<file path="config.mk">
export PLATFORM = sky130hd
export DESIGN_NAME = counter_input_cond_flat
export DESIGN_NICKNAME = d
export VERILOG_FILES = /design/src/rtl/counter_input_cond_if.sv /design/src/rtl/counter_input_cond.sv /design/src/flat_wrapper.sv
export SDC_FILE = /design/constraint.sdc
export NUM_CORES = 1
export LEC_CHECK = 0
export CAP_MARGIN = 40
export CORE_ASPECT_RATIO = 0.75
export CORE_MARGIN = 2
export CORE_UTILIZATION = 40
export CTS_CLUSTER_DIAMETER = 40
export DETAILED_ROUTE_END_ITERATION = 12
export SYNTH_ARGS = -nofsm -noshare
export SYNTH_HDL_FRONTEND = slang
export SYNTH_SLANG_ARGS = --single-unit
</file>
<file path="constraint.sdc">
create_clock -name clk -period 3.2 [get_ports clk]
set_input_delay 0.8 -clock clk [delete_from_list [all_inputs] [get_ports clk]]
set_output_delay 0.8 -clock clk [all_outputs]
set_load 0.03 [all_outputs]
</file>
<file path="src/rtl/counter_input_cond_if.sv">
// Board-side input/output bundle for the counter input conditioner.
// The slave side is the conditioner; the master side drives the raw inputs.
interface counter_input_cond_if;
    logic switch_raw;
    logic btn_raw;
    logic auto_en;
    logic dir;
    logic step;
    logic dir_changed;

    modport master (
        output switch_raw,
        output btn_raw,
        output auto_en,
        input  dir,
        input  step,
        input  dir_changed
    );

    modport slave (
        input  switch_raw,
        input  btn_raw,
        input  auto_en,
        output dir,
        output step,
        output dir_changed
    );
endinterface

</file>
<file path="src/rtl/counter_input_cond.sv">
// Input conditioning for an up/down counter: synchronizes and debounces the
// direction switch and step button, and merges manual and periodic steps.

module counter_input_cond_debounce #(
    parameter int unsigned DEBOUNCE_CYCLES = 1000000
) (
    input  logic clk,
    input  logic rst,
    input  logic raw,
    output logic stable,
    output logic flip
);
    localparam int CNT_W = $clog2(DEBOUNCE_CYCLES) + 1;
    localparam logic [CNT_W-1:0] CNT_MAX = CNT_W'(DEBOUNCE_CYCLES - 1);

    logic             meta_r;
    logic             sync_r;
    logic             stable_r;
    logic [CNT_W-1:0] cnt_r;
    logic             flip_s;

    // Stable level changes once the synced input has differed for the full window.
    always_comb begin
        flip_s = 1'b0;
        if ((sync_r != stable_r) && (cnt_r == CNT_MAX)) begin
            flip_s = 1'b1;
        end else begin
            flip_s = 1'b0;
        end
    end

    // Two-flop synchronizer followed by the stable-level counter.
    always_ff @(posedge clk) begin
        if (rst) begin
            meta_r   <= 1'b0;
            sync_r   <= 1'b0;
            stable_r <= 1'b0;
            cnt_r    <= {CNT_W{1'b0}};
        end else begin
            meta_r <= raw;
            sync_r <= meta_r;
            if (sync_r == stable_r) begin
                cnt_r <= {CNT_W{1'b0}};
            end else if (flip_s) begin
                stable_r <= sync_r;
                cnt_r    <= {CNT_W{1'b0}};
            end else begin
                cnt_r <= cnt_r + CNT_W'(1);
            end
        end
    end

    assign stable = stable_r;
    assign flip   = flip_s;
endmodule

module counter_input_cond #(
    parameter int unsigned DEBOUNCE_CYCLES = 1000000,
    parameter int unsigned TICK_CYCLES     = 50000000
) (
    input  logic                   clk,
    input  logic                   rst,
    counter_input_cond_if.slave    bus
);
    localparam int PRE_W = $clog2(TICK_CYCLES);
    localparam logic [PRE_W-1:0] PRE_MAX = PRE_W'(TICK_CYCLES - 1);

    logic             dir_s;
    logic             sw_flip_s;
    logic             btn_stable_s;
    logic             btn_flip_s;
    logic             btn_event_s;
    logic             tick_event_s;
    logic             event_s;
    logic [PRE_W-1:0] presc_r;
    logic             step_r;
    logic             dir_changed_r;
    logic             pending_r;

    counter_input_cond_debounce #(
        .DEBOUNCE_CYCLES(DEBOUNCE_CYCLES)
    ) u_sw_db (
        .clk   (clk),
        .rst   (rst),
        .raw   (bus.switch_raw),
        .stable(dir_s),
        .flip  (sw_flip_s)
    );

    counter_input_cond_debounce #(
        .DEBOUNCE_CYCLES(DEBOUNCE_CYCLES)
    ) u_btn_db (
        .clk   (clk),
        .rst   (rst),
        .raw   (bus.btn_raw),
        .stable(btn_stable_s),
        .flip  (btn_flip_s)
    );

    // Step events: debounced button rising this edge, or prescaler wrapping.
    always_comb begin
        btn_event_s  = btn_flip_s & ~btn_stable_s;
        tick_event_s = 1'b0;
        if (bus.auto_en && (presc_r == PRE_MAX)) begin
            tick_event_s = 1'b1;
        end else begin
            tick_event_s = 1'b0;
        end
        event_s = btn_event_s | tick_event_s;
    end

    // Auto-step prescaler; a direction change restarts the period.
    always_ff @(posedge clk) begin
        if (rst) begin
            presc_r <= {PRE_W{1'b0}};
        end else if (sw_flip_s || !bus.auto_en || tick_event_s) begin
            presc_r <= {PRE_W{1'b0}};
        end else begin
            presc_r <= presc_r + PRE_W'(1);
        end
    end

    // A step coinciding with a direction change is deferred one cycle so the
    // downstream counter never sees step and dir_changed together.
    always_ff @(posedge clk) begin
        if (rst) begin
            step_r        <= 1'b0;
            dir_changed_r <= 1'b0;
            pending_r     <= 1'b0;
        end else if (sw_flip_s) begin
            step_r        <= 1'b0;
            dir_changed_r <= 1'b1;
            pending_r     <= pending_r | event_s;
        end else begin
            step_r        <= pending_r | event_s;
            dir_changed_r <= 1'b0;
            pending_r     <= 1'b0;
        end
    end

    assign bus.dir         = dir_s;
    assign bus.step        = step_r;
    assign bus.dir_changed = dir_changed_r;
endmodule

</file>
<file path="src/flat_wrapper.sv">
// flat-port wrapper written by rule: the top's interface ports become plain ports
module counter_input_cond_flat 
#(
    parameter int unsigned DEBOUNCE_CYCLES = 1000000,
    parameter int unsigned TICK_CYCLES     = 50000000
)
  (clk, rst, bus_switch_raw, bus_btn_raw, bus_auto_en, bus_dir, bus_step, bus_dir_changed);
  counter_input_cond_if bus_i ();
  input  logic clk;
  input  logic rst;
  input wire logic [$bits(bus_i.switch_raw)-1:0] bus_switch_raw;
  input wire logic [$bits(bus_i.btn_raw)-1:0] bus_btn_raw;
  input wire logic [$bits(bus_i.auto_en)-1:0] bus_auto_en;
  output wire logic [$bits(bus_i.dir)-1:0] bus_dir;
  output wire logic [$bits(bus_i.step)-1:0] bus_step;
  output wire logic [$bits(bus_i.dir_changed)-1:0] bus_dir_changed;
  assign bus_i.switch_raw = bus_switch_raw;
  assign bus_i.btn_raw = bus_btn_raw;
  assign bus_i.auto_en = bus_auto_en;
  assign bus_dir = bus_i.dir;
  assign bus_step = bus_i.step;
  assign bus_dir_changed = bus_i.dir_changed;
  counter_input_cond #(.DEBOUNCE_CYCLES(DEBOUNCE_CYCLES), .TICK_CYCLES(TICK_CYCLES)) u_core (.clk(clk), .rst(rst), .bus(bus_i));
endmodule
</file>
==> metrics.txt <==
status=finished, final reports clean; core footprint=8490 µm²; port bufs=7; first-pass GRT wire length=12,100 µm; max-slew violations=0; FMAX=~450 MHz; Die ar.=9520 µm²; vias in the first global route=2,541; CTS tree=yes; total grt overflow=0; R2R Path Start=u_core.presc_r[0]; First DRT Iteration DRCs=175; synthesized area per cell=8.83 µm²; Syn Nets=404; CTS-repair resized insts=0; Clock H-tree levels=3; final setup vio count=0; post-synthesis sequential area ratio=44.1%; clock sinks=77; share of cells above drive strength 1=approximately 7.4%; CTS clk-pin slew, worst paths=0.06 ns; Tcrit/Tclk final=69.3%; CTS root buf=clkbuf_16; PwrDens=about 530 nW/µm²; Max stage delay on crit path=0.69 ns; setup TNS=0 ns; Peak VDD IR=0.348 mV; fin nets=408; Crit path max-delay family=buffers and inverters; Arr. time, crit path=1.42 ns; FF/Latch Area=1540 µm²; vias per cell=5.57; critical hold path startpoint=u_core.u_btn_db.meta_r; routability cong.=0.762; Worst EP required=approximately 2.4 ns; post-route minimum period=2.22 ns; Max-slew headroom=between 60% and 70%; cell taking the most area after synthesis=dfxtp_1; top cell type's share of synthesized area=44.1%; routed wire length=6910 µm; RSZ-0062 raised after global routing=no; ANT nets after route=0; largest net degree at the start of global routing=27; Synth Flop Type=dfxtp_1; worst path cell trace=clkdlybuf4s50_1; Skew-Pair Late Insertion Delay=roughly 0.34 ns; Multi-input gate area=1850 µm²; Mapped Area=3500 µm²; CTS max path bufs=2; Clock Skews=0.00902 ns; WP buf/inv=1; Leak=roughly 0.0012 µW; Die W=112 µm; Hold Crit Class=flip-flop to flip-flop; total global-route track usage=15.7%; vias post-DR=2,857; Mapped Cells=396; Critical Path Sink Type=primary output; number of max-cap violations=0; antenna fix cells=0; antenna violations before repair=0; FF+latch count, synth=77; Setup crit start=u_core.u_sw_db.stable; largest cells by area after synthesis=dfxtp_1 (44%), xor2_1 (6.0%), nand4_1 (4.3%); Post-CTS Setup Bufs=0; number of flops mapped to enable cells by yosys=0; Filler Cells Inserted=839; Wirelength per Cell=13.5 µm; DRT Pass-1 Iters=4; Area Growth Syn to Fin=14.0%; Boundary Pins=8; Die Ht=85.0 µm; TritonCTS Buffers=9; peak fanout along the critical path=3; Crit Path Class=flip-flop to primary output; FFs w/ async S/R, synth=0%; yosys warns=0; count of cell types in the netlist=37; # hold bufs at CTS=0; Post-DP HPWL=4610 µm; post-layout power=2100 µW; DRC Markers=0; CP startpoint kind=flip-flop; final hold vios=0; Worst path slowest cell=clkdlybuf4s50_1; Cell Rows=29; actual slew at the worst max-slew pin=slightly below 0.6 ns; Starting Density=41.2%
-- metal layers --
layer  up-vias  global-route usage (%)  routed length [µm]
met5         -                       0                   0
met4         0                    5.32                 100
met3         9                    5.14                 245
met2        38                    23.4                2910
met1      1332                    21.5                3660
li1       1478                       -                   -
-- cells by family after synthesis --
logic type / share of synthesized area [%]
and+or+nand+nor: 30.0
DFF: 44.1
AOI/OAI and AO/OA: 12.6
xor gates and xnor gates: 9.01
buffers and inverters: 3.18
adders and majority gates: 1.07
-- path summary, 6_finish.rpt --
path / end / slack [ns] / cells past startpoint
worst max register to register: u_core.presc_r[22] / 1.02 / 5
worst max-delay path: bus_dir / 0.98 / 1
worst min register to register: u_core.u_btn_db.sync_r / 0.44 / 1
worst min-delay path: u_core.u_btn_db.sync_r / 0.44 / 1
-- final cells by class --
| cell class | count | area share (%) |
|---|---|---|
| clock buffer | 11 | 6.09 |
| clock inverter | 5 | 2.10 |
| inverter | 9 | 0.847 |
| multi-input combinational | 292 | 46.4 |
| sequential | 77 | 38.7 |
| tap | 108 | 3.39 |
| timing repair buffer | 11 | 2.51 |
-- placed cells by master (no fill, tap or decap), drive strengths merged --
master         synthesis  layout
or3                   19      19
o21ai                 19      19
and4                   7       7
o211ai                 3       3
inv                    9       9
ha                     3       3
o31ai                 11      11
nor2                  34      34
nor4                   3       3
nor2b                  4       4
and2                   2       2
a21boi                 1       1
xor2                  24      24
or4b                   1       1
nor3b                  3       3
nand3b                 1       1
clkdlybuf4s50          0       7
dfxtp                 77      77
o21a                   2       2
a211oi                13      13
nor4b                  4       4
xnor2                 12      12
buf                    3       4
a21oi                 17      17
or4                   13      13
and3                  10      10
a31oi                  1       1
bufinv                 0       2
nand2                 18      18
clkinv                 0       1
clkinvlp               0       2
clkbuf                15      11
nor3                  16      16
nand3                 27      27
nand4                 24      24
-- through the flow --
stage               instances  worst slack (ns)  util (%)  cell area [µm²]  hold slack, ns
floorplan                 396              1.32         -             3500           0.413
global placement          497             0.977      43.1             3660           0.426
detailed placement        497             0.932      43.1             3660           0.433
CTS                       513             0.953      47.0             3990           0.442
global route              513             0.808      47.0             3990           0.460
finish                    513             0.983      47.0             3990           0.442
-- registers in the layout (all words and copies together) (netlist names) --
name / count
u_core.u_sw_db.cnt_r: 21
u_core.u_btn_db.stable: 1
u_core.u_sw_db.sync_r: 1
u_core.u_btn_db.sync_r: 1
u_core.bus.dir_changed: 1
u_core.u_sw_db.meta_r: 1
u_core.presc_r: 26
u_core.u_btn_db.meta_r: 1
u_core.u_btn_db.cnt_r: 21
u_core.bus.step: 1
u_core.u_sw_db.stable: 1
u_core.pending_r: 1
-- power by group --
part,switching [µW],internal (µW)
Clock,399,705
Combinational,16.1,10.3
Sequential,3.49,963
-- synthesized netlist by cell type (2+ instances only) --
master,n
a211oi_1,8
a211oi_2,5
a21oi_1,17
and2_1,2
and3_1,9
and4_1,7
buf_2,2
clkbuf_1,15
dfxtp_1,77
ha_1,3
inv_1,9
nand2_1,18
nand3_1,26
nand4_1,24
nor2_1,34
nor2b_1,4
nor3_1,16
nor3b_1,3
nor4_1,3
nor4b_1,4
o211ai_1,2
o21a_1,2
o21ai_0,19
o31ai_1,11
or3_1,18
or4_1,13
xnor2_1,12
xor2_1,24
No activity file was read; power rests on OpenSTA's default activity.
